### src/rtl/tetris_pkg.sv
`default_nettype none
// ============================================================================
// Module      : tetris_pkg
// Description : Shared state encoding, board-size defaults and row helpers
//               for the Tetris game controller.
// Revision    : 1.0 - initial release
// ============================================================================
package tetris_pkg;

    typedef enum logic [2:0] {
        ST_IDLE  = 3'b000,
        ST_GEN   = 3'b001,
        ST_MOVE  = 3'b010,
        ST_LAND  = 3'b011,
        ST_CLEAR = 3'b100,
        ST_OVER  = 3'b101,
        ST_PAUSE = 3'b110
    } state_t;

    localparam int C_DEF_ROWS  = 11;
    localparam int C_DEF_ROW_W = 4;
    localparam int C_MAX_ROWS  = 32;

    // Index of the highest set bit; 0 when the mask is empty.
    function automatic int highest_set(input logic [C_MAX_ROWS-1:0] mask);
        int idx;
        idx = 0;
        for (int i = 0; i < C_MAX_ROWS; i++) begin
            if (mask[i]) idx = i;
        end
        return idx;
    endfunction

endpackage
`default_nettype wire

### src/rtl/drop_timer.sv
`default_nettype none
// ============================================================================
// Module      : drop_timer
// Description : Gravity counter; pulses tick on the last count of each period.
// Revision    : 1.0 - initial release
// ============================================================================
module drop_timer #(
    parameter int TICK_W = 16
) (
    input  logic              clka,
    input  logic              restart_n,
    input  logic              clr,
    input  logic              en,
    input  logic [TICK_W-1:0] period,
    output logic              tick
);

    logic [TICK_W-1:0] r_count;
    logic              w_last;

    // >= keeps the counter from running away if the period ever shrinks mid-count.
    assign w_last = (r_count >= period - TICK_W'(1));
    assign tick   = en && w_last;

    always_ff @(posedge clka) begin
        if (!restart_n) begin
            r_count <= '0;
        end else if (clr) begin
            r_count <= '0;
        end else if (en) begin
            r_count <= w_last ? '0 : r_count + TICK_W'(1);
        end
    end

endmodule
`default_nettype wire

### src/rtl/game_ctrl_fsm.sv
`default_nettype none
// ============================================================================
// Module      : game_ctrl_fsm
// Description : Top-level Tetris sequencer: GEN/MOVE/LAND/CLEAR handshakes,
//               gravity timing, row-clear ordering, scoring, pause, game over.
// Revision    : 1.0 - initial release
// ============================================================================
module game_ctrl_fsm
    import tetris_pkg::*;
#(
    parameter int ROWS            = C_DEF_ROWS,
    parameter int ROW_W           = C_DEF_ROW_W,
    parameter int TICK_BASE       = 1000,
    parameter int TICK_STEP       = 50,
    parameter int TICK_MIN        = 100,
    parameter int TICK_W          = 16,
    parameter int LINES_PER_LEVEL = 10,
    parameter int LVL_W           = 4,
    parameter int CNT_W           = 16
) (
    input  logic             clka,
    input  logic             restart_n,
    input  logic             start_game,
    input  logic             pause,
    input  logic             touched,
    input  logic             gen_done,
    input  logic             spawn_blocked,
    input  logic             land_done,
    input  logic [ROWS-1:0]  full_rows,
    input  logic             clear_done,
    output logic [2:0]       state,
    output logic             start_gen,
    output logic             start_move,
    output logic             start_land,
    output logic             start_clear,
    output logic             drop_tick,
    output logic [ROW_W-1:0] clear_row,
    output logic [CNT_W-1:0] lines,
    output logic [LVL_W-1:0] level,
    output logic             game_over
);

    localparam int C_PW    = TICK_W + LVL_W;
    localparam int C_SUB_W = $clog2(LINES_PER_LEVEL + 1);

    state_t             r_state, w_state_n;
    logic               r_start_gen, r_start_move, r_start_land, r_start_clear;
    logic               w_start_gen_n, w_start_move_n, w_start_land_n, w_start_clear_n;
    logic [ROWS-1:0]    r_mask, w_mask_n;
    logic [CNT_W-1:0]   r_lines, w_lines_n;
    logic [LVL_W-1:0]   r_level, w_level_n;
    logic [C_SUB_W-1:0] r_sub, w_sub_n;
    logic [C_PW-1:0]    w_dec;
    logic [TICK_W-1:0]  w_period;
    logic               w_tick;
    int                 w_hi;

    // Wide arithmetic so level*step never wraps before the floor is applied.
    assign w_dec    = C_PW'(r_level) * C_PW'(TICK_STEP);
    assign w_period = (C_PW'(TICK_BASE) > C_PW'(TICK_MIN) + w_dec)
                    ? TICK_W'(C_PW'(TICK_BASE) - w_dec) : TICK_W'(TICK_MIN);

    drop_timer #(
        .TICK_W (TICK_W)
    ) u_drop_timer (
        .clka      (clka),
        .restart_n (restart_n),
        .clr       ((r_state != ST_MOVE) && (r_state != ST_PAUSE)),
        .en        (r_state == ST_MOVE),
        .period    (w_period),
        .tick      (w_tick)
    );

    // Clearing the topmost row first leaves the lower mask indices valid after the shift.
    assign w_hi = highest_set(C_MAX_ROWS'(r_mask));

    always_comb begin
        w_state_n       = r_state;
        w_start_gen_n   = 1'b0;
        w_start_move_n  = 1'b0;
        w_start_land_n  = 1'b0;
        w_start_clear_n = 1'b0;
        w_mask_n        = r_mask;
        w_lines_n       = r_lines;
        w_level_n       = r_level;
        w_sub_n         = r_sub;
        case (r_state)
            ST_IDLE: begin
                if (start_game) begin
                    w_state_n     = ST_GEN;
                    w_start_gen_n = 1'b1;
                end
            end
            ST_GEN: begin
                if (gen_done) begin
                    if (spawn_blocked) begin
                        w_state_n = ST_OVER;
                    end else begin
                        w_state_n      = ST_MOVE;
                        w_start_move_n = 1'b1;
                    end
                end
            end
            ST_MOVE: begin
                if (w_tick) begin
                    if (touched) begin
                        w_state_n      = ST_LAND;
                        w_start_land_n = 1'b1;
                    end
                end else if (pause) begin
                    w_state_n = ST_PAUSE;
                end
            end
            ST_PAUSE: begin
                if (!pause) w_state_n = ST_MOVE;
            end
            ST_LAND: begin
                if (land_done) begin
                    w_mask_n = full_rows;
                    if (full_rows != '0) begin
                        w_state_n       = ST_CLEAR;
                        w_start_clear_n = 1'b1;
                    end else begin
                        w_state_n     = ST_GEN;
                        w_start_gen_n = 1'b1;
                    end
                end
            end
            ST_CLEAR: begin
                if (clear_done) begin
                    w_mask_n = r_mask & ~(ROWS'(1) << w_hi);
                    if (r_lines != '1) w_lines_n = r_lines + CNT_W'(1);
                    if (r_sub >= C_SUB_W'(LINES_PER_LEVEL - 1)) begin
                        w_sub_n = '0;
                        if (r_level != '1) w_level_n = r_level + LVL_W'(1);
                    end else begin
                        w_sub_n = r_sub + C_SUB_W'(1);
                    end
                    if (w_mask_n != '0) begin
                        w_start_clear_n = 1'b1;
                    end else begin
                        w_state_n     = ST_GEN;
                        w_start_gen_n = 1'b1;
                    end
                end
            end
            ST_OVER: begin
                if (start_game) begin
                    w_state_n     = ST_GEN;
                    w_start_gen_n = 1'b1;
                    w_lines_n     = '0;
                    w_level_n     = '0;
                    w_sub_n       = '0;
                end
            end
            default: w_state_n = ST_IDLE;
        endcase
    end

    always_ff @(posedge clka) begin
        if (!restart_n) begin
            r_state       <= ST_IDLE;
            r_start_gen   <= 1'b0;
            r_start_move  <= 1'b0;
            r_start_land  <= 1'b0;
            r_start_clear <= 1'b0;
            r_mask        <= '0;
            r_lines       <= '0;
            r_level       <= '0;
            r_sub         <= '0;
        end else begin
            r_state       <= w_state_n;
            r_start_gen   <= w_start_gen_n;
            r_start_move  <= w_start_move_n;
            r_start_land  <= w_start_land_n;
            r_start_clear <= w_start_clear_n;
            r_mask        <= w_mask_n;
            r_lines       <= w_lines_n;
            r_level       <= w_level_n;
            r_sub         <= w_sub_n;
        end
    end

    assign state       = r_state;
    assign start_gen   = r_start_gen;
    assign start_move  = r_start_move;
    assign start_land  = r_start_land;
    assign start_clear = r_start_clear;
    assign drop_tick   = w_tick;
    assign clear_row   = ROW_W'(w_hi);
    assign lines       = r_lines;
    assign level       = r_level;
    assign game_over   = (r_state == ST_OVER);

endmodule
`default_nettype wire

### config.mk
export PLATFORM = sky130hd
export DESIGN_NAME = game_ctrl_fsm
export DESIGN_NICKNAME = d
export VERILOG_FILES = /design/src/rtl/tetris_pkg.sv /design/src/rtl/drop_timer.sv /design/src/rtl/game_ctrl_fsm.sv
export SDC_FILE = /design/constraint.sdc
export NUM_CORES = 1
export LEC_CHECK = 0
export ABC_AREA = 1
export CAP_MARGIN = 15
export CORE_UTILIZATION = 64
export CTS_CLUSTER_SIZE = 30
export DETAILED_ROUTE_END_ITERATION = 12
export DONT_BUFFER_PORTS = 1
export PLACE_DENSITY = 0.83
export SLEW_MARGIN = 40
export SYNTH_ARGS = -nofsm -noshare
export SYNTH_HDL_FRONTEND = slang
export SYNTH_HIERARCHICAL = 1
export SYNTH_SLANG_ARGS = --single-unit
### constraint.sdc
create_clock -name clka -period 6.25 [get_ports clka]
set_input_delay 1.25 -clock clka [delete_from_list [all_inputs] [get_ports clka]]
set_output_delay 1.25 -clock clka [all_outputs]
set_load 0.03 [all_outputs]
Word level (Yosys, flattened, before mapping)
Index checks and enable logic that the tools add are counted.

word-level totals
  bits in registers = 58
  word-level logic and storage cells = 115
  bits of input ports = 20

operators by class
  mux-type cells = 52
  $add $sub $neg = 7
  bitwise gates (word level) = 3
  shift-type cells = 1
  multipliers = 1
  eq/ne operators = 22
  reductions and logical operators = 16
  order comparisons = 3

operators with widths
  kind                                                            number
  2-to-1 mux 32 bit                                               9
  2-to-1 mux 16 bit                                               5
  2-to-1 mux 3 bit                                                11
  adder 16 x 1 -> 16 bit, second input constant                   2
  case mux 16 bit (2 select lines)                                1
  left shift 1 x 32 -> 11 bit, first input constant               1
  2-to-1 mux 4 bit                                                6
  2-to-1 mux 11 bit                                               2
  case mux 11 bit (2 select lines)                                1
  nonzero test 11 bit                                             2
  != test 2 bit, second input constant                            9
  case mux 3 bit (6 select lines)                                 1
  >= comparator 16 bit                                            1
  != test 16 bit, second input constant                           1
  case mux 4 bit (2 select lines)                                 2
  subtractor 16 x 1 -> 16 bit, second input constant              1
  2-to-1 mux 1 bit                                                12
  AND reduction 3 bit                                             4
  adder 7 x 10 -> 11 bit, first input constant                    1
  AND 11 bit                                                      1
  greater-than comparator 10 x 11 -> 1 bit, first input constant  1
  NOT 11 bit                                                      1
  subtractor 10 x 10 -> 11 bit, first input constant              1
  equality test 3 bit, second input constant                      3
  19 further kinds                                                26

Longest topological paths before layout
  depth in word-level cells = 17
  mapped depth = 35

By module
The synthesis kept the hierarchy.

by module, submodules not included
  module         instances  area each (um^2)  cells an instance  seq. area each (um^2)
  game_ctrl_fsm  1          2816.5            408                840.8
  drop_timer     1          1508.9            216                320.3

Least setup slack after synthesis
Ideal clock, no wire load.

  path type = register to output
  start point = reg r_level[0] (netlist: level[0])
  end point = out drop_tick
  path slack = 0.725 ns
  buffers on the path = 0
  cell stages (with the launch flop) = 23
  arrival = 4.275 ns
  data required time = 5.000 ns
  path through = dfxtp_1 -> inv_1 -> ha_1 -> ha_1 -> fa_1 -> nor3_1 -> o211ai_1 -> nand4_1 -> inv_1 -> or2_2 -> nor2_2 -> nand2_1 -> nor3_2 -> nand4_1 -> xnor2_1 -> inv_1 -> ha_1 -> nand2_1 -> nor3_1 -> nand2_1 -> nand2_1 -> nand2_2 -> inv_1

on the way
  longest elaborated chain between the ends = 7
  elaborated cells on any way between the ends = 8

RTL lines
  what                                      line                  RTL
  start: declaration                        game_ctrl_fsm.sv:51   logic [LVL_W-1:0] r_level, w_level_n;
  start signal: assignment                  game_ctrl_fsm.sv:179  r_level <= w_level_n;
  multiplier 4 x 5 -> 9 bit *               game_ctrl_fsm.sv:59   assign w_dec = C_PW'(r_level) * C_PW'(TICK_STEP);
  adder 7 x 10 -> 11 bit                    game_ctrl_fsm.sv:60   assign w_period = (C_PW'(TICK_BASE) > C_PW'(TICK_MIN) + w_dec)
  greater-than comparator 10 x 11 -> 1 bit  game_ctrl_fsm.sv:60
  2-to-1 mux 16 bit *                       game_ctrl_fsm.sv:61   ? TICK_W'(C_PW'(TICK_BASE) - w_dec) : TICK_W'(TICK_MIN);
  net w_period[2]                           game_ctrl_fsm.sv:54   logic [TICK_W-1:0] w_period;
  subtractor 16 x 1 -> 16 bit *             drop_timer.sv:22      assign w_last = (r_count >= period - TICK_W'(1));
  >= comparator 16 bit *                    drop_timer.sv:22
  logical AND 1 bit *                       drop_timer.sv:23      assign tick = en && w_last;
  end: declaration                          game_ctrl_fsm.sv:36   output logic drop_tick,

The timed path passes the listed nets; every way through them passes the cells marked *.

Worst setup path in the final report
  start point = reg r_level[2] (netlist: level[2])
  end point = out drop_tick

Same word-level chain as after synthesis.

==> results_dict.tcl <==
set metrics [dict create \
    cellPowerDensity_nw_per_um2 263.8 \
    slew-limit-headroom 0.4775 \
    min_period_over_period 0.9421 \
    drc 8 \
    antenna_cells 0 \
    drive_above_1_share 0.1194 \
    fin_util 0.7333 \
    worstSetupPathType "flip-flop to output pin" \
    wire_per_inst_um 13.42 \
    grt_pass1_wl_um 16870 \
    wirelength_um 9798 \
    p_total_mw 1.242 \
    combPwrFrac 0.349 \
    ys_async_sr_fraction 0 \
    r2r_start "level[2]$_SDFFE_PN0P_" \
    min_from "r_mask[6]$_SDFFE_PN0P_" \
    worstPathArrival_ps 4640 \
    cp-startpoint "level[2]$_SDFFE_PN0P_" \
    worst-path-max-fanout 9 \
    antenna_found_initial 0 \
    finClkSkew_ps 12.16 \
    clockPowerShare 0.281 \
    fp.dieH_um 84.21 \
    seqPwrFrac 0.370 \
    status "finished with violations" \
    cp.required_ps 5000 \
    drtPass1Iterations 9 \
    core_um2 6422 \
    clock_sinks 58 \
    crit_path_end_kind "output pin" \
    clockBufferDepth 2 \
    fmax_mhz 169.8 \
    mostFrequentLayoutCell "nand2_1" \
    violations "design-rule violations" \
    cts_buffers 9 \
    routed_via_density 5.629 \
    finalSetupViolCount 0 \
    ys_seq_elements 58 \
    initial_core_util 0.6735 \
    rows 29 \
    hold_violations 0 \
    min_period_ps 5888 \
    clock_latency_ps 350 \
    dp_hpwl_um 7571 \
    cts_tree "yes" \
    cts_max_level 3 \
    placed_cell_area_um2 4452 \
    place_ws_ps 434.9 \
    syn_to_final_growth_pct 8.881 \
    clkSlewWorstSetupHoldPaths_ps 70 \
    yosysWarnings 6 \
    routabilityCongestion 0.9281 \
    final_cell_mix "nand2_1, inv_1, nor2_1, dfxtp_1, a21oi_1" \
    synth_cells 624 \
    cts_hold_buf 0 \
    setup_slack_ps 362.1 \
    drv_slew 0 \
    grt_max_degree 20 \
    drtAntennaViolNets 0 \
    ys_seq_area_frac 0.2684 \
    tightest_slew_ps 780.9 \
    numPortBuffers 0 \
    io-pin-count 53 \
    syn_area_per_cell_um2 6.932 \
    grt-ovfl-total 0 \
    sw_frac_of_total 0.4237 \
    fin_area_um2 4710 \
    synth-edff-count 0 \
    layout.nets 703 \
    grt_pass1_vias 3921 \
    finalSetupTns_ps 0 \
    max_cap_violations 0 \
    p_sw_mw 0.5265 \
    first_iter_violations 194 \
    startpoint_type "flip-flop" \
    ys_types 50 \
    hold_class "flip-flop to flip-flop" \
    dieArea_um2 7091 \
    leakagePower_nw 2.117 \
    grt_usage 0.2949 \
    die_w_um 84.21 \
    root_buffer "clkbuf_8" \
    syn-cell-area_um2 4325 \
    num_vias 4109 \
    max-vdd-ir-drop_v 0.0002476 \
    synthFlopType "dfxtp_1" \
    p_int_mw 0.7159 \
]
[worst max-delay path, cell delays in order, from the launching register on]
cell,delay (ps)
dfxtp_4,440
inv_1,130
ha_1,290
inv_1,40
ha_1,190
ha_1,290
xnor2_1,310
nand4_1,360
buf_4,260
nand2_1,50
inv_1,40
inv_1,100
nand3_1,130
nor3_4,250
nand4_1,120
xnor2_1,150
inv_1,60
ha_1,280
a21oi_1,140
o21ai_0,90
a21oi_1,120
nand2_1,70
nand2_2,120
clkinvlp_4,240
[layer usage]
| metal | vias up | wire length (um) | track usage |
|---|---|---|---|
| met2 | 150 | 4500 | 0.4955 |
| met3 | 28 | 725 | 0.09931 |
| met5 | - | 0 | 0 |
| met4 | 0 | 238 | 0.1019 |
| li1 | 2070 | - | - |
| met1 | 1861 | 4333 | 0.3532 |
[power by group through the flow]
| stage | Combinational (mW) | Sequential, mW | Clock, mW |
|---|---|---|---|
| 2_1_floorplan | 0.364 | 0.457 | 0 |
| 3_3_place_gp | 0.414 | 0.466 | 0 |
| 3_5_place_dp | 0.424 | 0.467 | 0 |
| 4_1_cts | 0.428 | 0.459 | 0.354 |
| 5_1_grt | 0.485 | 0.464 | 0.372 |
| 6_report | 0.433 | 0.459 | 0.349 |
[logic make-up after synthesis]
logic type	count (synthesis)	share of synthesized area
flops	58	0.2684
fa+ha+maj	35	0.1030
xor+xnor	32	0.06480
mux	1	0.002314
simple gates	297	0.3327
buf+inv	104	0.09459
other cells	1	0.0008670
compound gates	96	0.1334
[per-stage QoR]
stage	cells	hold WS, ps
6_report	730	497.0
5_1_grt	730	520.9
4_1_cts	727	498.4
3_5_place_dp	711	483.5
3_3_place_gp	711	466.0
2_1_floorplan	638	440.8
[final cells by class]
type	count	area, um2
Clock buffer	11	141.4
Clock inverter	5	53.80
Fill cell	534	1713
Inverter	97	367.9
Multi-Input combinational cell	476	2840
Sequential cell	58	1165
Tap cell	77	96.34
Timing Repair Buffer	6	45.04
[state kept, by name (all words and copies together) (netlist names), 3 cells and up]
register              cells
r_mask                   11
state                     3
r_sub                     4
lines                    16
level                     4
u_drop_timer/r_count     16
[path summary, 6_finish.rpt]
check	depth (start not counted)	to	slack, ps
hold reg to reg	2	r_mask[6]$_SDFFE_PN0P_	500
setup reg to reg	29	state[2]$_SDFFE_PN0P_	760
hold / removal	2	r_mask[6]$_SDFFE_PN0P_	500
setup / recovery	23	drop_tick	360
[cell usage after synthesis (6+ instances only)]
library cell | number | area share
nand2_2 | 7 | 0.010
xor2_1 | 17 | 0.034
o21ai_0 | 25 | 0.029
nand2_1 | 129 | 0.11
nand4_1 | 17 | 0.025
nand3_1 | 33 | 0.038
dfxtp_1 | 58 | 0.27
inv_1 | 90 | 0.078
nor3_1 | 7 | 0.0081
ha_1 | 34 | 0.098
xnor2_1 | 15 | 0.030
nor2_2 | 6 | 0.0087
nor2_1 | 69 | 0.060
a21oi_1 | 43 | 0.050
inv_2 | 7 | 0.0061
[what timing repair did]
action,4_1_cts,5_1_grt
endpoints found under the setup margin,0,1
buffers inserted,0,3
gates resized for setup,0,8
Power figures use the tool's default switching activity.
==> RTL edit 1 (same settings) <==
`TICK_W` is set to 16 in 2 places; all go to 12.
--- a/src/rtl/drop_timer.sv
+++ b/src/rtl/drop_timer.sv
@@ -5,7 +5,7 @@
 // Revision    : 1.0 - initial release
 // ============================================================================
 module drop_timer #(
-    parameter int TICK_W = 16
+    parameter int TICK_W = 12
 ) (
     input  logic              clka,
     input  logic              restart_n,
--- a/src/rtl/game_ctrl_fsm.sv
+++ b/src/rtl/game_ctrl_fsm.sv
@@ -13,7 +13,7 @@
     parameter int TICK_BASE       = 1000,
     parameter int TICK_STEP       = 50,
     parameter int TICK_MIN        = 100,
-    parameter int TICK_W          = 16,
+    parameter int TICK_W          = 12,
     parameter int LINES_PER_LEVEL = 10,
     parameter int LVL_W           = 4,
     parameter int CNT_W           = 16
Function: no difference found for any inputs over 10 cycles, from zero or initial values; that may be too few to reach the edited logic, so the function may still have changed.
==> RTL edit 1 against the unedited design <==
Worst setup slack worse by 0.083 ns; largest cell class unchanged; first-iteration DRC count is 5.2% higher; total power down 15%; utilization down 3.0 points; hold slack worse by 0.013 ns; sequential power down 5.2%; synthesized cell count fell by 9.0%; design area is 11% lower; area after synthesis fell by 8.6%; sequential cell count is 4 lower; highest routed layer unchanged; wire length fell by 7.8%; register-to-register slack worse by 0.07 ns.
==> RTL edit 1: results (changes against the unedited design) <==
status -> finished clean
Synth area leaders -> dfxtp_1 27%, nand2_1 12%, ha_1 9.5%, inv_1 7.5%, a21oi_1 4.9%
router iterations before antenna repair -> 5 (-4)
CTS Buf Count -> 5 (-4)
worst skew pair latency -> 0.32 ns (-0.03 ns)
dpl hpwl -> 6.861 mm (-9.4%)
CP arrival -> 4.72 ns (+0.08 ns)
slew margin rel. -> 47.89% (+0.15 points)
Placer Congestion -> 0.9233 (-0.52%)
CP startpoint -> level[0]
GR Util All Layers -> 28.19% (-1.3 points)
Crit Path Max Fanout -> 5 (-4)
H-Tree Depth -> 2 (-1)
drt via density -> 5.598 (-0.55%)
number of global-route vias before repair -> 3294 (-16%)
dpl cell area -> 4030 µm² (-9.5%)
synth cell count leaders -> 124 x nand2_1, 79 x inv_1, 54 x dfxtp_1
layout cells sized above 1 -> 12.39% (+0.45 points)
total routed wirelength -> 9.035 mm (-7.8%)
first-pass GRT wire length -> 14.34 mm (-15%)
Layout Skew -> 0.004969 ns (-0.007189 ns)
Worst path slowest cell -> fa_1
min-delay src -> r_mask[7]
post-synthesis cell type count -> 49 (-2.0%)
clock-pin slew of the registers on the worst-case setup and hold paths -> 0.10 ns (+0.03 ns)
Nets -> 631 (-10%)
setup slack after placement -> 0.4278 ns (-0.007165 ns)
## RTL edit 1: cells by family (layout without fill, tap and decap cells)
logic type	count (synthesis)	count (layout)	share of synthesized area, %
and+or+nand+nor	274	274	33.63
xor gates and xnor gates	27	27	5.979
AOI/OAI and AO/OA	88	88	13.32
DFF	54	54	27.33
buffers and inverters	92	102	9.395
muxes	1	1	0.2531
adders and majority gates	31	31	9.997
other	1	4	0.09482
## RTL edit 1: per-stage QoR
stage,instances,TNS (ns),total power (µW)
2_1_floorplan,571,0,791.4
5_1_grt,656,-0.03072,1136
3_3_place_gp,642,0,846.1
4_1_cts,650,0,1060
3_5_place_dp,642,0,852.7
6_report,656,0,1060
## RTL edit 1: power by group
group / internal, µW / leakage, µW / switching, µW
Sequential: 376 / 0.000437 / 59.0
Combinational: 119 / 0.00132 / 298
Clock: 80.5 / 0.0000408 / 127
## RTL edit 1: cell type report
cell class / count / area (µm²)
clock buffer: 5 / 68.82
clock inverter: 3 / 23.77
fill: 501 / 1764
inverter: 85 / 322.8
multi-input combinational: 425 / 2532
sequential: 54 / 1082
tap: 75 / 93.84
timing repair buffer: 9 / 67.56
## RTL edit 1: what timing repair did
item | CTS | global route
hold buffers | 0 | 0
buffers inserted | 0 | 6
resized for setup | 0 | 5
setup endpoints to repair | 0 | 3
## RTL edit 1: per-layer routing
layer  vias to the layer above  wire length [µm]  global-route usage [%]
met3                        15               552                   6.364
met2                       104              4401                   48.98
li1                       1864                 -                       -
met1                      1689              3952                   34.51
met5                         -                 0                       0
met4                         0               129                   7.857
## RTL edit 1: path summary, 6_finish.rpt
path	endpoint	slack (ns)	cells after the start
max	drop_tick	0.28	23
min	r_mask[7]	0.48	2
max reg2reg	state[2]	0.69	29
min reg2reg	r_mask[7]	0.48	2
==> RTL edit 2 (config.mk and constraints unchanged) <==
Made on the original files. Register the output `level` once more, without a reset; this adds one clock of latency there. The other outputs are not delayed to match.
--- a/src/rtl/game_ctrl_fsm.sv
+++ b/src/rtl/game_ctrl_fsm.sv
@@ -189,7 +189,9 @@
     assign drop_tick   = w_tick;
     assign clear_row   = ROW_W'(w_hi);
     assign lines       = r_lines;
-    assign level       = r_level;
+    always_ff @(posedge clka) begin
+        level <= r_level;
+    end
     assign game_over   = (r_state == ST_OVER);
 
 endmodule
Function: same outputs for any inputs over 10 cycles, from zero or initial values; that may be too few to reach the edited logic, so the function may still have changed.
==> RTL edit 2 against the unedited design <==
Area after synthesis increased by 4.2%; maximum frequency shrank 0.77%; global-route usage rose by 0.96 points; utilization fell by 0.46 points; design area increased by 5.1%; synthesized cell count rose by 2.9%; via count rose by 3.2%; non-clock buffer count shrank 5; worst setup slack lost 0.046 ns; clock power is 29% higher; sequential cell count increased by 4; total power increased by 22%; largest power group is now combinational cells; wire length up 8.5%; largest cell class unchanged; register-to-register slack better by 0.08 ns.
==> RTL edit 2: results (changes against the unedited design) <==
Synth area leaders -> dfxtp_1 28%, nand2_1 9.8%, ha_1 9.4%, inv_1 7.6%, nor2_1 6.3%
worst skew pair latency -> 0.35 ns (about the same)
post-synthesis cell type count -> 52 (+4.0%)
clock-pin slew of the registers on the worst-case setup and hold paths -> 0.06 ns
Worst VDD drop -> 0.0002368 V (-4.3%)
delay-heaviest family, CP -> adder cells
Nets -> 715 (+1.7%)
FILL cells -> 522 (-2.2%)
clk buf depth -> 2 (unchanged)
Leakage -> 0.002183 µW (+3.1%)
xor/xnor cell area share of the yosys netlist -> 6.804% (+0.32 points)
initial antenna violation count -> 0 (unchanged)
router iterations before antenna repair -> 5 (-4)
I/O Buffers -> 0 (unchanged)
Clock Root Buffer -> clkbuf_8
synth cell count leaders -> 118 x nand2_1, 91 x inv_1, 76 x nor2_1
total routed wirelength -> 10.63 mm (+8.5%)
Post-synth ARST share -> 0% (unchanged)
layout cells sized above 1 -> 12.05% (+0.10 points)
Reg power frac -> 33.5% (-3.5 points)
sequential share of the synthesized area -> 27.55% (+0.70 points)
Max stage delay on crit path -> 0.49 ns (+0.05 ns)
Synth warnings -> 6 (unchanged)
adder-cell area share of the yosys netlist -> 9.886% (-0.41 points)
status -> finished clean
Worst path slowest cell -> fa_1
hold crit path type -> flop to flop
Pint -> 884.6 µW (+24%)
mux cell area share after synthesis -> 0.2222% (-0.0093 points)
synthesized-area fraction occupied by ao, oa, aoi and oai cells -> 13.25% (-0.089 points)
Combinational Power Share -> 36.8% (+1.9 points)
dpl hpwl -> 7.720 mm (+2.0%)
CTS Buf Count -> 9 (unchanged)
number of global-route vias before repair -> 4062 (+3.6%)
drt initial violations -> 226 (+16%)
Pwr Total -> 1514 µW (+22%)
H-Tree Depth -> 3 (unchanged)
first-pass GRT wire length -> 17.91 mm (+6.2%)
slew margin rel. -> 51.96% (+4.2 points)
Placer Congestion -> 0.8850 (-4.6%)
Crit Path Max Fanout -> 7 (-2)
ant diodes -> 0 (unchanged)
GR Util All Layers -> 30.45% (+0.96 points)
drt via density -> 5.579 (-0.89%)
Layout Skew -> 0.005505 ns (-0.006652 ns)
maximum number of pins on one net before global-route repair -> 18 (-10%)
CP arrival -> 4.68 ns (+0.04 ns)
-- RTL edit 2: changes by cell type after synthesis, moves of 3 or more --
cell / unedited run / this run
nor2_1: 69 / 76
nand2_2: 7 / 10
a211oi_1: 3 / 6
nand3_1: 33 / 26
nand2_1: 129 / 118
dfxtp_1: 58 / 62
xor2_1: 17 / 22
o2111ai_1: 0 / 3
nor3_1: 7 / 17
-- RTL edit 2: metal layers --
metal  track usage [%]  share of wire (%)  vias up
li1                  -                  -     2112
met2             49.78                 48      147
met5                 0                  0        -
met4             13.18                3.2        0
met3             9.528                7.2       48
met1             36.85                 42     1933
-- RTL edit 2: timing repair --
item | CTS | global route
setup endpoints to repair | 1 | 1
resized for setup | 1 | 11
hold buffers | 0 | 0
gates cloned | 0 | 0
setup buffers | 0 | 1
pin swaps | 0 | 4
hold endpoints to repair | 0 | 0
-- RTL edit 2: through the flow --
step,setup slack [ns],std cells,instance area [µm²]
floorplan,0.9872,656,4558
global placement,0.6732,744,4624
detailed placement,0.3912,744,4624
CTS,0.03883,759,4886
global route,0.03775,760,4951
finish,0.3164,760,4951
-- RTL edit 2: final timing paths --
check / startpoint / endpoint / slack [ns] / depth (start not counted)
worst max register to register: r_level[0] / state[0] / 0.84 / 28
worst min-delay path: r_level[0] / level[0] / 0.40 / 0
worst min register to register: r_level[0] / level[0] / 0.40 / 0
worst max-delay path: r_level[0] / drop_tick / 0.32 / 22
-- RTL edit 2: area by class of cell --
class                           count  area [µm²]  share of cell area, %
Inverter                          103       397.9                  8.036
Timing Repair Buffer                1       7.507                 0.1516
Multi-Input combinational cell    483        2924                  59.06
Tap cell                           96       120.1                  2.426
Clock inverter                      3       90.09                  1.820
Sequential cell                    62        1246                  25.17
Clock buffer                       12       165.2                  3.336
